**config.mk**
```make
export PLATFORM = sky130hd
export DESIGN_NAME = incr_arbiter
export DESIGN_NICKNAME = d
export VERILOG_FILES = /design/src/rtl/incr_arbiter_pkg.sv /design/src/rtl/incr_arbiter_add_by_one.sv /design/src/rtl/incr_arbiter.sv
export SDC_FILE = /design/constraint.sdc
export NUM_CORES = 1
export LEC_CHECK = 0
export ABC_AREA = 1
export BUFFER_PORTS_ARGS = -buffer_cell sky130_fd_sc_hd__buf_4
export CAP_MARGIN = 30
export CELL_PAD_IN_SITES_DETAIL_PLACEMENT = 1
export CELL_PAD_IN_SITES_GLOBAL_PLACEMENT = 2
export CORE_ASPECT_RATIO = 1.1
export CORE_MARGIN = 10
export CORE_UTILIZATION = 28
export CTS_CLUSTER_SIZE = 24
export DETAILED_ROUTE_END_ITERATION = 10
export PLACE_DENSITY = 0.81
export SLEW_MARGIN = 10
export SYNTH_ARGS = -nofsm -noshare
export SYNTH_HDL_FRONTEND = slang
export SYNTH_SLANG_ARGS = --single-unit
```
**constraint.sdc**
```tcl
create_clock -name clk -period 1.68 [get_ports clk]
set_input_delay 0.336 -clock clk [delete_from_list [all_inputs] [get_ports clk]]
set_output_delay 0.336 -clock clk [all_outputs]
set_load 0.05 [all_outputs]
```
**src/rtl/incr_arbiter_pkg.sv**
```systemverilog
// Shared sizes, FSM encoding and the round-robin pick for the incrementer arbiter.
package incr_arbiter_pkg;

    localparam int N_CH  = 4;
    localparam int W     = 4;
    localparam int PTR_W = 2;

    typedef enum logic {
        IDLE = 1'b0,
        EXEC = 1'b1
    } state_t;

    // First requester at or after ptr, wrapping modulo N_CH; scanned
    // backwards so the nearest candidate is the last one written.
    function automatic logic [PTR_W-1:0] rr_pick(
        input logic [N_CH-1:0]  req,
        input logic [PTR_W-1:0] ptr
    );
        logic [PTR_W-1:0] pick;
        logic [PTR_W-1:0] idx;
        pick = ptr;
        for (int k = N_CH - 1; k >= 0; k--) begin
            idx = ptr + PTR_W'(k);
            if (req[idx]) begin
                pick = idx;
            end
        end
        return pick;
    endfunction

endpackage

```
**src/rtl/incr_arbiter_add_by_one.sv**
```systemverilog
// Shared datapath: a W-bit add-by-one with carry-out used to detect a 15->0 wrap.
module add_by_one
    import incr_arbiter_pkg::*;
(
    input  logic [W-1:0] a,
    output logic [W-1:0] sum,
    output logic         carry
);

    assign {carry, sum} = {1'b0, a} + (W+1)'(1);

endmodule

```
**src/rtl/incr_arbiter.sv**
```systemverilog
// Four counters sharing one incrementer; a two-state FSM grants one channel per
// IDLE/EXEC pair, round-robin, and writes the sum back at the end of EXEC.
module incr_arbiter
    import incr_arbiter_pkg::*;
(
    input  logic              clk,
    input  logic              rst,
    input  logic [N_CH-1:0]   req,
    input  logic [N_CH-1:0]   clr,
    output logic [N_CH-1:0]   gnt,
    output logic [N_CH*W-1:0] cnt,
    output logic [N_CH-1:0]   ovf,
    output logic              busy
);

    state_t           state_q, state_d;
    logic [PTR_W-1:0] ptr_q, ptr_d;
    logic [PTR_W-1:0] win_q, win_d;
    logic [W-1:0]     cnt_q [N_CH];
    logic [W-1:0]     cnt_d [N_CH];
    logic [N_CH-1:0]  ovf_q, ovf_d;

    logic [W-1:0]     inc_operand;
    logic [W-1:0]     inc_sum;
    logic             inc_carry;

    assign inc_operand = cnt_q[win_q];

    add_by_one u_add_by_one (
        .a     (inc_operand),
        .sum   (inc_sum),
        .carry (inc_carry)
    );

    always_comb begin
        state_d = state_q;
        ptr_d   = ptr_q;
        win_d   = win_q;
        case (state_q)
            IDLE: begin
                if (|req) begin
                    win_d   = rr_pick(req, ptr_q);
                    ptr_d   = win_d + PTR_W'(1);
                    state_d = EXEC;
                end
            end
            EXEC: begin
                state_d = IDLE;
            end
            default: begin
                state_d = IDLE;
            end
        endcase
    end

    // Clear beats a coinciding write-back; everything else holds.
    always_comb begin
        for (int i = 0; i < N_CH; i++) begin
            cnt_d[i] = cnt_q[i];
            ovf_d[i] = ovf_q[i];
            if (clr[i]) begin
                cnt_d[i] = '0;
                ovf_d[i] = 1'b0;
            end else if ((state_q == EXEC) && (win_q == PTR_W'(i))) begin
                cnt_d[i] = inc_sum;
                if (inc_carry) begin
                    ovf_d[i] = 1'b1;
                end
            end
        end
    end

    always_ff @(posedge clk) begin
        if (rst) begin
            state_q <= IDLE;
            ptr_q   <= '0;
            win_q   <= '0;
            ovf_q   <= '0;
            for (int i = 0; i < N_CH; i++) begin
                cnt_q[i] <= '0;
            end
        end else begin
            state_q <= state_d;
            ptr_q   <= ptr_d;
            win_q   <= win_d;
            ovf_q   <= ovf_d;
            for (int i = 0; i < N_CH; i++) begin
                cnt_q[i] <= cnt_d[i];
            end
        end
    end

    generate
        for (genvar gi = 0; gi < N_CH; gi++) begin : g_out
            assign cnt[gi*W +: W] = cnt_q[gi];
            assign gnt[gi]        = (state_q == EXEC) && (win_q == PTR_W'(gi));
        end
    endgenerate

    assign ovf  = ovf_q;
    assign busy = (state_q == EXEC);

endmodule
```
==> metrics.sh, run 1 <==
CTS.SINKS=27
SYNTH_CELL_TYPE_COUNT=27
DETAILEDROUTE.FIRSTPASSITERATIONCOUNT=4
HPWLAFTERDP_MM=3.739
CTS_HTREE_LEVELS=1
P_LEAK_nW=0.9807
TOP_CELLS_BY_AREA_SYNTH='sky130_fd_sc_hd__dfxtp_1, sky130_fd_sc_hd__nand2_1, sky130_fd_sc_hd__inv_1, sky130_fd_sc_hd__a21oi_1, sky130_fd_sc_hd__nor2_1'
TOTAL_POWER_mW=2.292
INITIAL_ANTENNA_VIOLATION_COUNT=0
DIE_W_UM=89.09
OVERALL_DIE_AREA_UM2=8552
UTILIZATION_OF_THE_CORE_AFTER_ROUTING_PCT=39.13
CRIT_TYPE='flop to primary output'
SYNTH.LARGEST_AREA_CELL='sky130_fd_sc_hd__dfxtp_1'
CPMAXSTAGEDELAYCELL='sky130_fd_sc_hd__dfxtp_4'
CTS_ROOT_BUF='sky130_fd_sc_hd__clkbuf_8'
WORST-ENDPOINT-ARRIVAL_PS=1270
SYNTH_CELLS=217
DETAIL_ROUTE.VIAS_PER_CELL=4.686
CTS_BUFFERS=3
POST_DRT_WL_PER_CELL_UM=14.00
WORST_SETUP_PATH_STARTPOINT='busy'
FINAL_COMMON_CELL='sky130_fd_sc_hd__nand2_1'
CTS_STAGE_HOLD_BUFFER_COUNT=0
WORST_EP_REQUIRED_TIME_PS=1340
INSERTION_DELAY_PS=270
NUM_ANTENNA_CELLS=0
FINAL_ANTENNA_NET_COUNT=0
CTSLONGESTPATHBUFFERS=2
MULTI_INPUT_AREA_UM2=753.2
AREA_OF_THE_MAPPED_NETLIST_UM2=1470
TRITONCTS='done'
PLACE_CONGESTION=0.7847
VIAS_IN_THE_FIRST_GLOBAL_ROUTE=1525
AREAGROWTHSYNTHTOFINISH_PCT=33.96
SLEW_OF_THE_PIN_WITH_THE_LOWEST_SLEW_MARGIN_PS=305.4
ENDPOINT_TYPE_OF_THE_WORST_SETUP_PATH='primary output'
YS_WARN_COUNT=0
NUMBER_OF_FILL_CELLS=650
FINAL.PERIOD_UTILIZATION_PCT=95.53
HOLD_PATH_CLASS='primary input to flop'
AVGSYNTHCELLAREA_UM2=6.775
SYNTH_SEQ_AREA_SHARE_PCT=36.77
DIE_H_UM=96.00
GRT_START_MAX_NET_PINS=16
EFFECTIVE_UTILIZATION_AT_FLOORPLAN_PCT=29.21
TIMING_MAX_TRANSITION_VIOLATIONS_FINAL=0
CTS.REPORTEDPATHS.CLKPINSLEW_PS=100
FINALCRITICALPERIOD_PS=1605
POSTLAYOUTSETUPSLACKWORST_PS=75.04
SYNTH.TOP_CELL.AREA_SHARE_PCT=36.77
SETUP_VIOL=0
CRITPATHMAXFANOUT=4
DRCVIOLATIONCOUNT=0
FLOORPLAN.CORE_AREA_UM2=5034
GLOBALROUTEOVERFLOWTOTAL=0
CRIT_PATH_START_KIND='flop'
FINAL_HOLD_VIOL_COUNT=0
IR_DROP_uV=488.7
DESIGN.PORTCOUNT=35
POST-PLACE-WS_PS=-20.80
FIN_SKEW_PS=3.872
VIAS=1509
SYNTH.NET_COUNT=228
GLOBAL_ROUTE_WIRE_LENGTH_BEFORE_REPAIR_MM=7.396
DESIGN.FINAL.NETS=276
FINAL_CELL_MIX='sky130_fd_sc_hd__nand2_1, sky130_fd_sc_hd__buf_4, sky130_fd_sc_hd__inv_1'
ROUTED_WIRELENGTH_MM=4.508
MAX_CAP_VIOL_COUNT=0
IO_BUFFER_COUNT=34
FINAL.SETUP.TNS_PS=0
FINAL_LAYOUT_SIZE_SUFFIX_GT1_SHARE_PCT=33.71
HOLD_PATH_STARTPOINT='rst'
FMAX_MHz=623.1
CELL_CHAIN_CRITICAL_PATH='clkinvlp_4 -> nor3_4 -> buf_6'
TIMING.SLEW.HEADROOM_PCT=79.46
PWR_DENSITY_CELL_nW_PER_UM2=1164
MAX_STAGE_DELAY_PS=380
OUTCOME='completed'
GRTUSAGETOTAL_PCT=10.89
STD_CELL_ROWS=27
SEQ_AREA_UM2=556.8
DRT_ITER0_MARKERS=38
SYNTH_REGISTER_BITS=27
cells by family (layout without fill, tap and decap cells):
logic type      Yosys count  count (layout)  share of synthesized area, %
buf+inv                  50              97                         13.79
compound gates           42              42                         15.83
simple gates             96              96                         31.66
fa+ha+maj                 1               1                        0.8509
xor+xnor                  1               1                         1.107
flops                    27              27                         36.77
critical path, delay by kind of cell, from the launching register on:
family / cells / cell delay, ps
buffers and inverters: 2 / 380
DFF: 1 / 380
and+or+nand+nor: 1 / 230
synthesized netlist by cell type:
library cell,n
sky130_fd_sc_hd__buf_6,2
sky130_fd_sc_hd__ha_1,1
sky130_fd_sc_hd__inv_1,37
sky130_fd_sc_hd__or2_2,2
sky130_fd_sc_hd__dfxtp_1,27
sky130_fd_sc_hd__nand2_2,3
sky130_fd_sc_hd__a21oi_1,21
sky130_fd_sc_hd__nor3_2,1
sky130_fd_sc_hd__a211oi_1,3
sky130_fd_sc_hd__o21ai_0,4
sky130_fd_sc_hd__nor3_4,4
sky130_fd_sc_hd__nand3_2,1
sky130_fd_sc_hd__a21boi_1,1
sky130_fd_sc_hd__o21ai_2,2
sky130_fd_sc_hd__a21o_1,1
sky130_fd_sc_hd__xor2_2,1
sky130_fd_sc_hd__nor4_1,1
sky130_fd_sc_hd__o211ai_1,1
sky130_fd_sc_hd__nor2_1,21
sky130_fd_sc_hd__nand3b_1,1
sky130_fd_sc_hd__inv_2,8
sky130_fd_sc_hd__clkbuf_1,1
sky130_fd_sc_hd__o21ai_1,9
sky130_fd_sc_hd__nand2_1,46
sky130_fd_sc_hd__nor2_2,3
sky130_fd_sc_hd__clkinv_1,2
sky130_fd_sc_hd__nand3_1,13
final timing paths:
check	endpoint	slack, ps	cells after the start
min reg2reg	ovf[0]	490	2
max	gnt[1]	80	3
max reg2reg	ovf[1]	140	8
min	busy	300	2
where the power goes:
| part | switching, mW | internal (mW) |
|---|---|---|
| Combinational | 0.694 | 0.399 |
| Sequential | 0.106 | 0.717 |
| Clock | 0.210 | 0.166 |
| Total | 1.01 | 1.28 |
sequential cells by signal (all words and copies together), names as in the netlist, named ones only:
name,count
ovf,4
cnt_q,16
ptr_q,2
win_q,2
busy,1
what timing repair did:
item                                   in CTS  in global routing
buffers inserted                            0                  0
resized for setup                           2                 12
pin swaps                                   0                  3
setup endpoints to repair                  13                 20
endpoints found under the hold margin       0                  0
metal layers:
metal / part of all wire, % / routed length [µm] / vias up / GRT usage [%]
li1: - / - / 772 / -
met1: 41 / 1841 / 711 / 12.46
met5: 0 / 0 / - / 0
met4: 1.8 / 81 / 0 / 3.581
met3: 4.4 / 199 / 6 / 2.029
met2: 53 / 2387 / 20 / 19.75
metrics by stage:
stage	cell area (µm²)	cells	hold slack [ps]
final	1969	322	303.1
after global routing	1969	322	300.7
after CTS	1923	322	306.8
after detailed placement	1874	318	480.8
after global placement	1874	318	474.6
after floorplan	1483	217	522.8
cell type report:
cell class,count,share of cell area (%)
Sequential cell,27,28.27
Clock inverter,1,0.2541
Inverter,47,9.149
Multi-Input combinational cell,140,38.25
Tap cell,58,3.685
Timing Repair Buffer,46,18.30
Clock buffer,3,2.097
Note: power is estimated with default switching activity, not from simulation.
==> run 2, diff against run 1 <==
CORE_MARGIN = 3   (was 10)
GPL_TIMING_DRIVEN = 1   (was not set)
MAX_ROUTING_LAYER = met4   (was not set)
==> run 2 against run 1 <==
Effect of this change:
- register-to-register slack better by 20 ps
- sequential share of layout area up 0.36 points
- via count shrank 2.0%
- clock power grew 2%
- global-route usage is 4.2 points higher
- non-clock buffer count down 1
- utilization is 0.50 points lower
- worst hold slack got worse by 24 ps
- power is 1.5% lower
- clock-buffer cell count unchanged
- cell count decreased by 0.31%
- critical endpoint is now gnt[2]
- largest cell class unchanged
==> metrics.sh, run 2 (synthesis gave the netlist of run 1 again) <==
FINAL_LAYOUT_SIZE_SUFFIX_GT1_SHARE_PCT=33.84
CTS_ROOT_BUF='sky130_fd_sc_hd__clkbuf_8'
GRT_SETUP_UNREPAIRED='no'
FINAL.PERIOD_UTILIZATION_PCT=96.11
P_LEAK_nW=0.9739
WORST_EP_REQUIRED_TIME_PS=1340
DETAILEDROUTE.FIRSTPASSITERATIONCOUNT=4
NUMBER_OF_FILL_CELLS=656
MAX_STAGE_DELAY_PS=390
CTS_STAGE_HOLD_BUFFER_COUNT=0
IO_BUFFER_COUNT=34
DESIGN.FINAL.NETS=275
POSTLAYOUTSETUPSLACKWORST_PS=65.36
TIMING_MAX_TRANSITION_VIOLATIONS_FINAL=0
INSERTION_DELAY_PS=280
FINAL_HOLD_VIOL_COUNT=0
CTS.SINKS=27
TOTAL_POWER_mW=2.257
IR_DROP_uV=437.9
FIN_HOLD_WS_PS=278.7
DIE_H_UM=82.00
GLOBAL_ROUTE_WIRE_LENGTH_BEFORE_REPAIR_MM=6.900
CRIT_PATH_START_KIND='flop'
MAX_CAP_VIOL_COUNT=0
FINALCRITICALPERIOD_PS=1615
NUM_ANTENNA_CELLS=0
POST_DRT_WL_PER_CELL_UM=12.74
TRITONCTS='done'
SLEW_OF_THE_PIN_WITH_THE_LOWEST_SLEW_MARGIN_PS=328.1
FINAL_ANTENNA_NET_COUNT=0
WORSTREGTOREGCELLS=8
STD_CELL_ROWS=27
ROUTED_WIRELENGTH_MM=4.091
CP_NUM_BUF_INV=2
AREAGROWTHSYNTHTOFINISH_PCT=32.25
CTSLONGESTPATHBUFFERS=2
WORST_R2R_ENDPOINT='ovf[0]'
VIAS=1479
HPWLAFTERDP_MM=3.471
DETAIL_ROUTE.VIAS_PER_CELL=4.607
DIE_W_UM=75.09
CTS_HTREE_LEVELS=1
SETUP_VIOL=0
TIMING.SLEW.HEADROOM_PCT=77.93
PWR_DENSITY_CELL_nW_PER_UM2=1161
INITIAL_ANTENNA_VIOLATION_COUNT=0
CELL_CHAIN_CRITICAL_PATH='clkinvlp_4 -> nor3_4 -> buf_4'
FMAX_MHz=619.3
NUMBER_OF_FLIP_FLOPS_UNDER_THE_LARGEST_REGISTER_NAME=16
OVERALL_DIE_AREA_UM2=6157
FINAL_CELL_MIX='sky130_fd_sc_hd__nand2_1, sky130_fd_sc_hd__buf_4, sky130_fd_sc_hd__inv_1'
HOLD_PATH_CLASS='primary input to flop'
CTS.REPAIR_TIMING.SETUP_BUFFER_COUNT=0
DRT_ITER0_MARKERS=105
OUTCOME='completed'
FINAL_COMMON_CELL='sky130_fd_sc_hd__nand2_1'
PLACE_CONGESTION=0.8204
EFFECTIVE_UTILIZATION_AT_FLOORPLAN_PCT=29.21
GRT_START_MAX_NET_PINS=16
HOLD_PATH_STARTPOINT='rst'
CRIT_TYPE='flop to primary output'
DRCVIOLATIONCOUNT=0
TOP_REGISTER='cnt_q'
WHS_PATH_DEPTH=2
CRITPATHMAXFANOUT=4
CTS.REPORTEDPATHS.CLKPINSLEW_PS=100
VIAS_IN_THE_FIRST_GLOBAL_ROUTE=1444
FIN_SKEW_PS=10.01
POST-PLACE-WS_PS=-60.41
GRTUSAGETOTAL_PCT=15.12
CRITICAL-PATH-TOP-DELAY-FAMILY='buffers and inverters'
ENDPOINT_TYPE_OF_THE_WORST_SETUP_PATH='primary output'
CTS_BUFFERS=3
CPMAXSTAGEDELAYCELL='sky130_fd_sc_hd__dfxtp_4'
FLOORPLAN.CORE_AREA_UM2=5034
HOLD-PATH-ENDPOINT='busy'
FF2FF_SETUP_SLACK_PS=160
DESIGN.PORTCOUNT=35
WORST-ENDPOINT-ARRIVAL_PS=1280
UTILIZATION_OF_THE_CORE_AFTER_ROUTING_PCT=38.63
GLOBALROUTEOVERFLOWTOTAL=0
==> run 2: worst reg2reg max path, cell delays in order, from the launching register on <==
cell	delay, ps
sky130_fd_sc_hd__dfxtp_4	400
sky130_fd_sc_hd__o21ai_0	200
sky130_fd_sc_hd__nand2_2	90
sky130_fd_sc_hd__inv_2	70
sky130_fd_sc_hd__ha_1	150
sky130_fd_sc_hd__inv_2	60
sky130_fd_sc_hd__nor3_4	310
sky130_fd_sc_hd__a21oi_1	110
sky130_fd_sc_hd__nor2_1	90
==> run 2: metal layers <==
metal  vias to the layer above  track usage, %  share of wire (%)
met5                         -               -                  0
met4                         0           4.448                1.9
met3                         7           1.958                2.5
met2                        22           26.22                 52
met1                       680           18.06                 44
li1                        770               -                  -
==> run 2: final cells by class <==
class | instances | area, µm² | area share (%)
well taps | 58 | 72.57 | 3.732
clock buffers | 3 | 41.29 | 2.124
multi-input cells | 140 | 740.7 | 38.10
clock inverters | 1 | 5.005 | 0.2574
inverters | 47 | 182.7 | 9.395
repair buffers | 45 | 345.3 | 17.76
flip-flops and latches | 27 | 556.8 | 28.64
==> run 2: worst max-delay path by stage <==
| stage | startpoint | endpoint | slack, ps | cells after the start |
|---|---|---|---|---|
| 2_1_floorplan | busy | cnt_q[0][0] | -7 | 5 |
| 3_3_place_gp | flop | ovf[2] | -40 | 9 |
| 3_5_place_dp | flop | ovf[3] | -60 | 9 |
| 6_report | busy | gnt[2] | 70 | 3 |
| 5_1_grt | busy | gnt[1] | 20 | 3 |
| 4_1_cts | busy | gnt[0] | 0.7 | 3 |
==> run 2: report_power, final <==
part	internal [mW]	switching [mW]	total, mW
Combinational	0.380	0.675	1.06
Clock	0.167	0.219	0.386
Sequential	0.717	0.0992	0.816
Total	1.26	0.993	2.26
==> run 2: what timing repair did <==
action	CTS	global route
gates cloned	0	0
pin swaps	0	3
gates resized for setup	1	12
endpoints found under the hold margin	0	0
endpoints found under the setup margin	12	17
==> run 2: metrics by stage <==
stage,setup TNS (ps),cell area [µm²],std cells
after floorplan,-6.869,1483,217
after global placement,-160.2,1867,317
after detailed placement,-224.2,1867,317
after CTS,0,1914,321
after global routing,0,1944,321
final,0,1944,321
